--- src/rtl/alu_pkg.sv ---
// Shared opcode encoding and operand width for the 8-bit execute-stage ALU.
package alu_pkg;

    localparam int ALU_W = 8;

    typedef enum logic [3:0] {
        OP_ADD  = 4'h0,
        OP_SUB  = 4'h1,
        OP_MUL  = 4'h2,
        OP_DIV  = 4'h3,
        OP_SHL  = 4'h4,
        OP_SHR  = 4'h5,
        OP_ROL  = 4'h6,
        OP_ROR  = 4'h7,
        OP_AND  = 4'h8,
        OP_OR   = 4'h9,
        OP_XOR  = 4'hA,
        OP_NOR  = 4'hB,
        OP_NAND = 4'hC,
        OP_XNOR = 4'hD,
        OP_GT   = 4'hE,
        OP_EQ   = 4'hF
    } opcode_e;

endpackage

--- src/rtl/alu_comb.sv ---
// Combinational opcode decode and datapath for the ALU.
// The divider is built only when ALU_DIV_EN is defined; otherwise DIV yields 0/0.
module alu_comb
    import alu_pkg::*;
(
    input  logic [ALU_W-1:0] i_a,
    input  logic [ALU_W-1:0] i_b,
    input  logic [3:0]       i_sel,
    output logic [ALU_W-1:0] o_result,
    output logic             o_carry
);

    logic [ALU_W:0]     w_sum;
    logic [ALU_W:0]     w_diff;
    logic [2*ALU_W-1:0] w_prod;

    assign w_sum  = {1'b0, i_a} + {1'b0, i_b};
    // The ninth bit of the wrapped difference is the borrow.
    assign w_diff = {1'b0, i_a} - {1'b0, i_b};
    assign w_prod = i_a * i_b;

    always_comb begin
        o_result = '0;
        o_carry  = 1'b0;
        case (opcode_e'(i_sel))
            OP_ADD:  {o_carry, o_result} = w_sum;
            OP_SUB:  {o_carry, o_result} = w_diff;
            OP_MUL: begin
                o_result = w_prod[ALU_W-1:0];
                o_carry  = |w_prod[2*ALU_W-1:ALU_W];
            end
            OP_DIV: begin
`ifdef ALU_DIV_EN
                if (i_b == '0) begin
                    o_result = '1;
                    o_carry  = 1'b1;
                end else begin
                    o_result = i_a / i_b;
                end
`else
                o_result = '0;
`endif
            end
            OP_SHL: begin
                o_result = {i_a[ALU_W-2:0], 1'b0};
                o_carry  = i_a[ALU_W-1];
            end
            OP_SHR: begin
                o_result = {1'b0, i_a[ALU_W-1:1]};
                o_carry  = i_a[0];
            end
            OP_ROL:  o_result = {i_a[ALU_W-2:0], i_a[ALU_W-1]};
            OP_ROR:  o_result = {i_a[0], i_a[ALU_W-1:1]};
            OP_AND:  o_result = i_a & i_b;
            OP_OR:   o_result = i_a | i_b;
            OP_XOR:  o_result = i_a ^ i_b;
            OP_NOR:  o_result = ~(i_a | i_b);
            OP_NAND: o_result = ~(i_a & i_b);
            OP_XNOR: o_result = ~(i_a ^ i_b);
            OP_GT:   o_result = {{(ALU_W-1){1'b0}}, (i_a > i_b)};
            OP_EQ:   o_result = {{(ALU_W-1){1'b0}}, (i_a == i_b)};
            default: begin
                o_result = '0;
                o_carry  = 1'b0;
            end
        endcase
    end

endmodule

--- src/rtl/alu.sv ---
// 8-bit ALU with one registered stage; result/carry feed register-file write-back.
// Optional divider is enabled by defining ALU_DIV_EN.
module alu
    import alu_pkg::*;
(
    input  logic             clk,
    input  logic             rst,
    input  logic [ALU_W-1:0] A,
    input  logic [ALU_W-1:0] B,
    input  logic [3:0]       sel,
    output logic [ALU_W-1:0] result,
    output logic             carry
);

    logic [ALU_W-1:0] w_result;
    logic             w_carry;
    logic [ALU_W-1:0] r_result;
    logic             r_carry;

    alu_comb u_comb (
        .i_a      (A),
        .i_b      (B),
        .i_sel    (sel),
        .o_result (w_result),
        .o_carry  (w_carry)
    );

    always_ff @(posedge clk) begin
        if (rst) begin
            r_result <= '0;
            r_carry  <= 1'b0;
        end else begin
            r_result <= w_result;
            r_carry  <= w_carry;
        end
    end

    assign result = r_result;
    assign carry  = r_carry;

endmodule

--- config.mk ---
export PLATFORM = sky130hd
export DESIGN_NAME = alu
export DESIGN_NICKNAME = d
export VERILOG_FILES = /design/src/rtl/alu_pkg.sv /design/src/rtl/alu_comb.sv /design/src/rtl/alu.sv
export SDC_FILE = /design/constraint.sdc
export NUM_CORES = 1
export LEC_CHECK = 0
export BUFFER_PORTS_ARGS = -buffer_cell sky130_fd_sc_hd__clkbuf_2
export CORE_UTILIZATION = 60
export CTS_CLUSTER_DIAMETER = 60
export CTS_CLUSTER_SIZE = 25
export DETAILED_ROUTE_END_ITERATION = 16
export PLACE_DENSITY = 0.8
export SLEW_MARGIN = 25
export SYNTH_ARGS = -nofsm -noshare
export SYNTH_HDL_FRONTEND = slang
export SYNTH_SLANG_ARGS = --single-unit
export TNS_END_PERCENT = 30
--- constraint.sdc ---
create_clock -name clk -period 10.2 [get_ports clk]
set_clock_uncertainty 0.05 [all_clocks]
set_input_delay 2.04 -clock clk [delete_from_list [all_inputs] [get_ports clk]]
set_output_delay 2.04 -clock clk [all_outputs]
set_load 0.1 [all_outputs]
; After elaboration in Yosys (flattened, before gate mapping)
; Index checks and enable logic that the tools add are counted.
; Widths: inputs -> output; s select.
[classes]
add_sub_neg = 2
multipliers = 1
order_cmp = 1
eq_ne = 16
n_mux = 2
bitwise = 6
reduce_logical = 2
[ops]
columns = operator, count
row1 = $pmux 8 s16, 1
row2 = $eq 4x4->1 const B, 8
row3 = $not 8->8, 3
row4 = $eq 4x3->1 const B, 4
row5 = $mul 8x8->16, 1
row6 = $add 8x8->9, 1
row7 = $sub 8x8->9, 1
row8 = $and 8x8->8, 1
row9 = $eq 4x2->1 const B, 2
row10 = $eq 8x8->1, 1
row11 = $gt 8x8->1, 1
row12 = $or 8x8->8, 1
row13 = $reduce_or 8->1, 1
row14 = $xor 8x8->8, 1
row15 = $pmux 1 s5, 1
row16 = $eq 4x1->1 const B, 1
row17 = $logic_not 4->1, 1
[word_totals]
regBits = 9
input_bits = 22
output_inout_bits = 9
elab_cells = 32

; Longest topological paths before layout
; Gate-level depths: netlist of run 1.
[depth]
ltp_word = 3
ltp_mapped = 16
depth_no_buf = 16

; Hierarchy
; A second synthesis of run 1 with hierarchy kept.
[unflattened]
cells_unflattened = 526
area_unflattened_um2 = 4180.3
[by_module_without_submodules]
columns = module, n_inst, cells_per_inst, area_each_um2, seq_area_each_um2
row1 = alu_comb, 1, 508, 3943.8, 0.0
row2 = alu, 1, 18, 236.5, 180.2

; Least setup slack after synthesis of run 1
; No wires, ideal clock.
[synth_timing]
path_type = input to register
start = in A[2]
end = reg r_carry (netlist: carry)
setup_time_ns = 0.129
arrival_time_ns = 5.951
t_required_ns = 10.021
setup_slack_ns = 4.070
path_stages = 14
path_buffers = 1
path_cell_list = clkbuf_1 nand2_1 fa_1 fa_1 fa_1 fa_1 inv_1 ha_1 nor2b_1 o21ai_0 o211ai_1 or4_4 nor4_2 a31oi_1
[synth_between]
elab_chain_len = 3
word_cells_on_any_way = 5
cone_classes = add/sub: 2 / mul: 1 / mux: 1 / reduce/logical: 1
[synth_rtl]
columns = element, line_no
row1 = from (decl), alu.sv:8  ; input logic [ALU_W-1:0] A,
row2 = $mul 8x8->16, alu_comb.sv:20  ; assign w_prod = i_a * i_b;
row3 = $reduce_or 8->1, alu_comb.sv:30  ; o_carry = |w_prod[2*ALU_W-1:ALU_W];
row4 = $pmux 1 s5 (*), alu_comb.sv:25  ; case (opcode_e'(i_sel))
row5 = to (signal assigned), alu.sv:34  ; r_carry <= w_carry;
row6 = to (decl), alu.sv:18  ; logic r_carry;
; Every way passes the cells marked *; elsewhere a longest branch is shown, timed or not.
; A chain may end at the register's enable or synchronous reset.

; Worst setup path after layout of run 1
[layout_timing]
start = in A[4]
end = reg r_carry (netlist: carry)
; Same word-level chain as after synthesis.

==> out/results.tsv, run 1 <==
metric	value	unit
post-route minimum period	6.28	ns
status	complete, no violations	
Critical Path End Type	register	
DR DRC count	0	
fin crit share	61.6	%
CTS sink count	9	
total number of vias	3888	
Final Hold Fails	0	
gpl congestion	0.985	
post-place setup slack	3.66	ns
proportion of synthesized chip area in sequential cells	4.55	%
initial antenna violation count	0	
Layout area overhead	4.64	%
asr flop ratio synth	0	%
worst path bufs/invs	3	
Pwr Total	0.559	mW
Post-Synth XOR/XNOR Area	3.79	%
Total Nets Final	652	
Fin Setup TNS	0	ns
row cnt	29	
full die area	6930	um2
minimum hold slack	2.10	ns
commonest non-fill, non-tap cells in the layout	83 x inv_1, 60 x ha_1, 53 x nor2_1, 49 x nand2_1, 38 x fa_1	
fraction of final layout cells sized beyond drive strength 1	9.04	%
Initial Util	62.4	%
number of flops mapped to enable cells by yosys	0	
number of global-route vias before repair	3832	
post-route setup slack	3.92	ns
Post-Synth Adder-Cell Area	38.2	%
Post-DP HPWL	9010	um
worst-path fanout max	9	
first-pass GRT wire length	18900	um
most common cell after layout, fill and taps aside	inv_1	
Detailed Routing Iterations Pass 1	6	
syn avg cell area	7.65	um2
Max Clk Rate	159	MHz
post-CTS resize count	0	
clk slew on worst S/H paths	0.06	ns
largest cells by area after synthesis	fa_1 19%, ha_1 19%, inv_1 7.9%	
post-synthesis mux area share	2.62	%
Die Y	83.3	um
LEAKAGE	2.07	nW
pin count of the biggest net entering global routing	39	
CP delay by family, top	adder cells	
Slowest cell on crit path	fa_1	
Die W	83.3	um
most used flip-flop cell after synthesis	dfxtp_1	
WS Path Type	input pin to register	
Synth Net Count	638	
Crit path top cell by count	fa_1	
Root Buffer	clkbuf_8	
Synth top area share	19.2	%
Worst Hold Class	input pin to register	
post-route ant nets	0	
crit-path max cell delay	0.55	ns
Startpoint Class	input pin	
PortBufs	30	
Cells after DPL	604	
CTS buffer count	3	
Slew HR	48.2	%
GRT overflow	0	
ANT cells	0	
post-route cell area	4150	um2
Syn Std Cell Area	3960	um2
GRT Total Usage	34.2	%
CP Cell Sequence	clkbuf_2 > ha_1 > fa_1 > inv_1 > fa_1 > fa_1 > fa_1 > inv_1 > ha_1 > nor2b_1 > o21ai_0 > o211ai_1 > or4_4 > nor4_2 > a31oi_1	
RSZ-0062 raised after global routing	false	
Longest Clk Path Bufs	2	
Cell Area, Placed	4100	um2
CTS tree	built	
buffer count from post-CTS setup fixing	0	
# hold bufs at CTS	0	
compound-cell area share of the yosys netlist	22.2	%
post-synth cell types	70	
CP required	10.28	ns
Final Core Density	65.3	%
post-synth top area cell	fa_1	
Max VDD drop	0.189	mV
Worst EP arrival	6.36	ns
I/O Pins	31	
count of final setup violators	0	
Max Cap Viol	0	
YS warnings	0	
fin. max-slew vios	0	
cell count after synthesis	518	
core area	6350	um2
final WL	11500	um
Worst Tran Pin Value	0.777	ns
routed vias/inst	6.39	
initial DRC count	450	
main combinational cell family by area after synthesis	adder cells	
routed len/inst	18.8	um
pwr/cell area	135	nW/um2
total number of H-tree levels	1	
post-synthesis simple-gate area fraction	17.8	%
Finished Layout Cells	608	
Seq cells post-synth	9	
layer usage:
layer / vias up / share of wire (%) / GRT usage, %
li1: 1794 / - / -
met1: 1823 / 39 / 43.5
met2: 229 / 48 / 57.7
met3: 42 / 8.7 / 4.57
met4: 0 / 4.3 / 15.4
met5: - / 0 / 0
logic make-up (layout without fill, tap and decap cells):
kind of cell	after synthesis	count (layout)
AO/OA/AOI/OAI	129	129
XOR/XNOR	15	15
adder cells (fa/ha/maj)	98	98
buffers and inverters	107	120
flip-flops	9	9
multiplexers	10	10
AND/OR/NAND/NOR	150	150
report_power, final:
part	internal, mW	switching [mW]
Clock	0.0277	0.0197
Sequential	0.0386	0.000774
Combinational	0.184	0.289
area by class of cell:
type                       count  area (um2)
clock buffer                   4        45.0
fill                         568        2200
inverter                      86         323
multi-input combinational    402        3350
sequential                     9         180
tap                           77        96.3
timing repair buffer          30         150
Yosys cell counts (all sizes together) (4+ instances only):
cell	count
nor2	53
nor2b	7
nand2b	5
xor2	7
dfxtp	9
xnor2	8
nand3	6
nand2	49
a211oi	12
o21bai	5
o22ai	7
o21ai	34
nor3b	4
o21a	4
a21oi	21
o211ai	5
mux2i	7
buf	14
fa	38
a31oi	8
clkbuf	7
ha	60
nor3	6
a221oi	5
inv	83
state kept, by name (all words and copies together), names as in the netlist:
register,count
result,8
carry,1
final timing paths:
check,depth (start not counted),slack (ns),start,endpoint
max,15,3.92,A[4],carry
min,2,2.10,rst,result[7]
Power figures use the tool's default switching activity.
==> inputs of run 2 (changes only) <==
clock period = 6.5 ns   (was 10.2 ns; I/O delays follow)
==> out/results.tsv, run 2 (synthesized netlist as in run 1, its figures left out) <==
metric	value	unit
post-route ant nets	0	
Total Nets Final	652	
Fin Setup TNS	0	ns
Worst EP arrival	5.60	ns
number of global-route vias before repair	3817	
worst-path fanout max	9	
RSZ-0062 raised after global routing	false	
total number of vias	3856	
max reg flops	8	
CTS tree	built	
routed vias/inst	6.34	
Max Clk Rate	181	MHz
pwr/cell area	212	nW/um2
I/O Pins	31	
Slew HR	46.5	%
Detailed Routing Iterations Pass 1	5	
Die Y	83.3	um
fraction of final layout cells sized beyond drive strength 1	9.04	%
Clk pwr share	8.4	%
GRT Total Usage	34.8	%
DR DRC count	0	
post-route minimum period	5.53	ns
Worst Tran Pin Value	0.802	ns
Initial Util	62.4	%
initial antenna violation count	0	
initial DRC count	354	
post-CTS resize count	0	
WS Path Type	input pin to register	
full die area	6930	um2
routed len/inst	19.3	um
Worst Hold Class	input pin to register	
final WL	11700	um
status	complete, no violations	
core area	6350	um2
minimum hold slack	1.37	ns
ANT cells	0	
Max VDD drop	0.265	mV
Int Pwr	0.392	mW
Fillers	596	
first-pass GRT wire length	19100	um
Startpoint Class	input pin	
Sw Pwr	0.485	mW
GRT overflow	0	
Critical Path End Type	register	
# hold bufs at CTS	0	
Reg power frac	7.1	%
fin. max-slew vios	0	
count of final setup violators	0	
gpl congestion	0.986	
Root Buffer	clkbuf_8	
Layout area overhead	4.64	%
Longest Clk Path Bufs	2	
Post-DP HPWL	9110	um
PortBufs	30	
pin count of the biggest net entering global routing	39	
sw frac	55.3	%
Comb pwr share	84.5	%
row cnt	29	
buffer count from post-CTS setup fixing	0	
most common cell after layout, fill and taps aside	inv_1	
LEAKAGE	2.07	nW
clk slew on worst S/H paths	0.06	ns
Max Cap Viol	0	
Die W	83.3	um
commonest non-fill, non-tap cells in the layout	83 x inv_1, 60 x ha_1, 53 x nor2_1, 49 x nand2_1, 38 x fa_1	
CTS sink count	9	
CP required	6.57	ns
Final Hold Fails	0	
CTS buffer count	3	
Final Core Density	65.3	%
fin crit share	85.0	%
total number of H-tree levels	1	
run 2: cell counts in the layout (fill, tap and decap cells not counted):
Identical to the previous run, type by type.
run 2: through the flow:
step / setup WS [ns] / total power [mW] / area (um2) / std cells
after floorplan: 1.11 / 0.632 / 3960 / 518
after global placement: 0.823 / 0.764 / 4100 / 604
after detailed placement: 0.728 / 0.789 / 4100 / 604
after CTS: 0.973 / 0.866 / 4150 / 608
after global routing: 0.797 / 0.964 / 4150 / 608
final: 0.973 / 0.877 / 4150 / 608
run 2: layout make-up:
| type | instances | area (um2) | area share, % |
|---|---|---|---|
| multi-input combinational | 402 | 3350 | 80.8 |
| inverter | 86 | 323 | 7.79 |
| sequential | 9 | 180 | 4.35 |
| timing repair buffer | 30 | 150 | 3.62 |
| tap | 77 | 96.3 | 2.32 |
| clock buffer | 4 | 45.0 | 1.09 |
run 2: metal layers:
| metal | track usage, % | vias up | part of all wire [%] |
|---|---|---|---|
| met2 | 57.7 | 206 | 47 |
| met3 | 5.27 | 53 | 7.9 |
| met1 | 43.6 | 1806 | 40 |
| li1 | - | 1791 | - |
| met4 | 18.5 | 0 | 5.0 |
| met5 | 0 | - | 0 |
run 2: worst max-delay path, cell delays in order:
cell and delay [ns]:
clkbuf_2 0.16, ha_1 0.32, fa_1 0.51, inv_1 0.05
fa_1 0.46, fa_1 0.52, fa_1 0.54, inv_1 0.04
ha_1 0.35, nor2b_1 0.16, o21ai_0 0.16, o211ai_1 0.11
or4_4 0.53, nor4_2 0.24, a31oi_1 0.11
run 2: power groups by stage:
stage	combinational (mW)	clock, mW	sequential (mW)
2_1_floorplan	0.531	0	0.102
3_3_place_gp	0.701	0	0.0630
3_5_place_dp	0.726	0	0.0630
4_1_cts	0.731	0.0736	0.0619
5_1_grt	0.826	0.0756	0.0623
6_report	0.741	0.0737	0.0619
run 2: path summary, 6_finish.rpt:
kind | slack (ns) | cells past startpoint | end | startpoint
setup / recovery | 0.97 | 15 | carry | A[4]
hold / removal | 1.37 | 2 | result[6] | rst
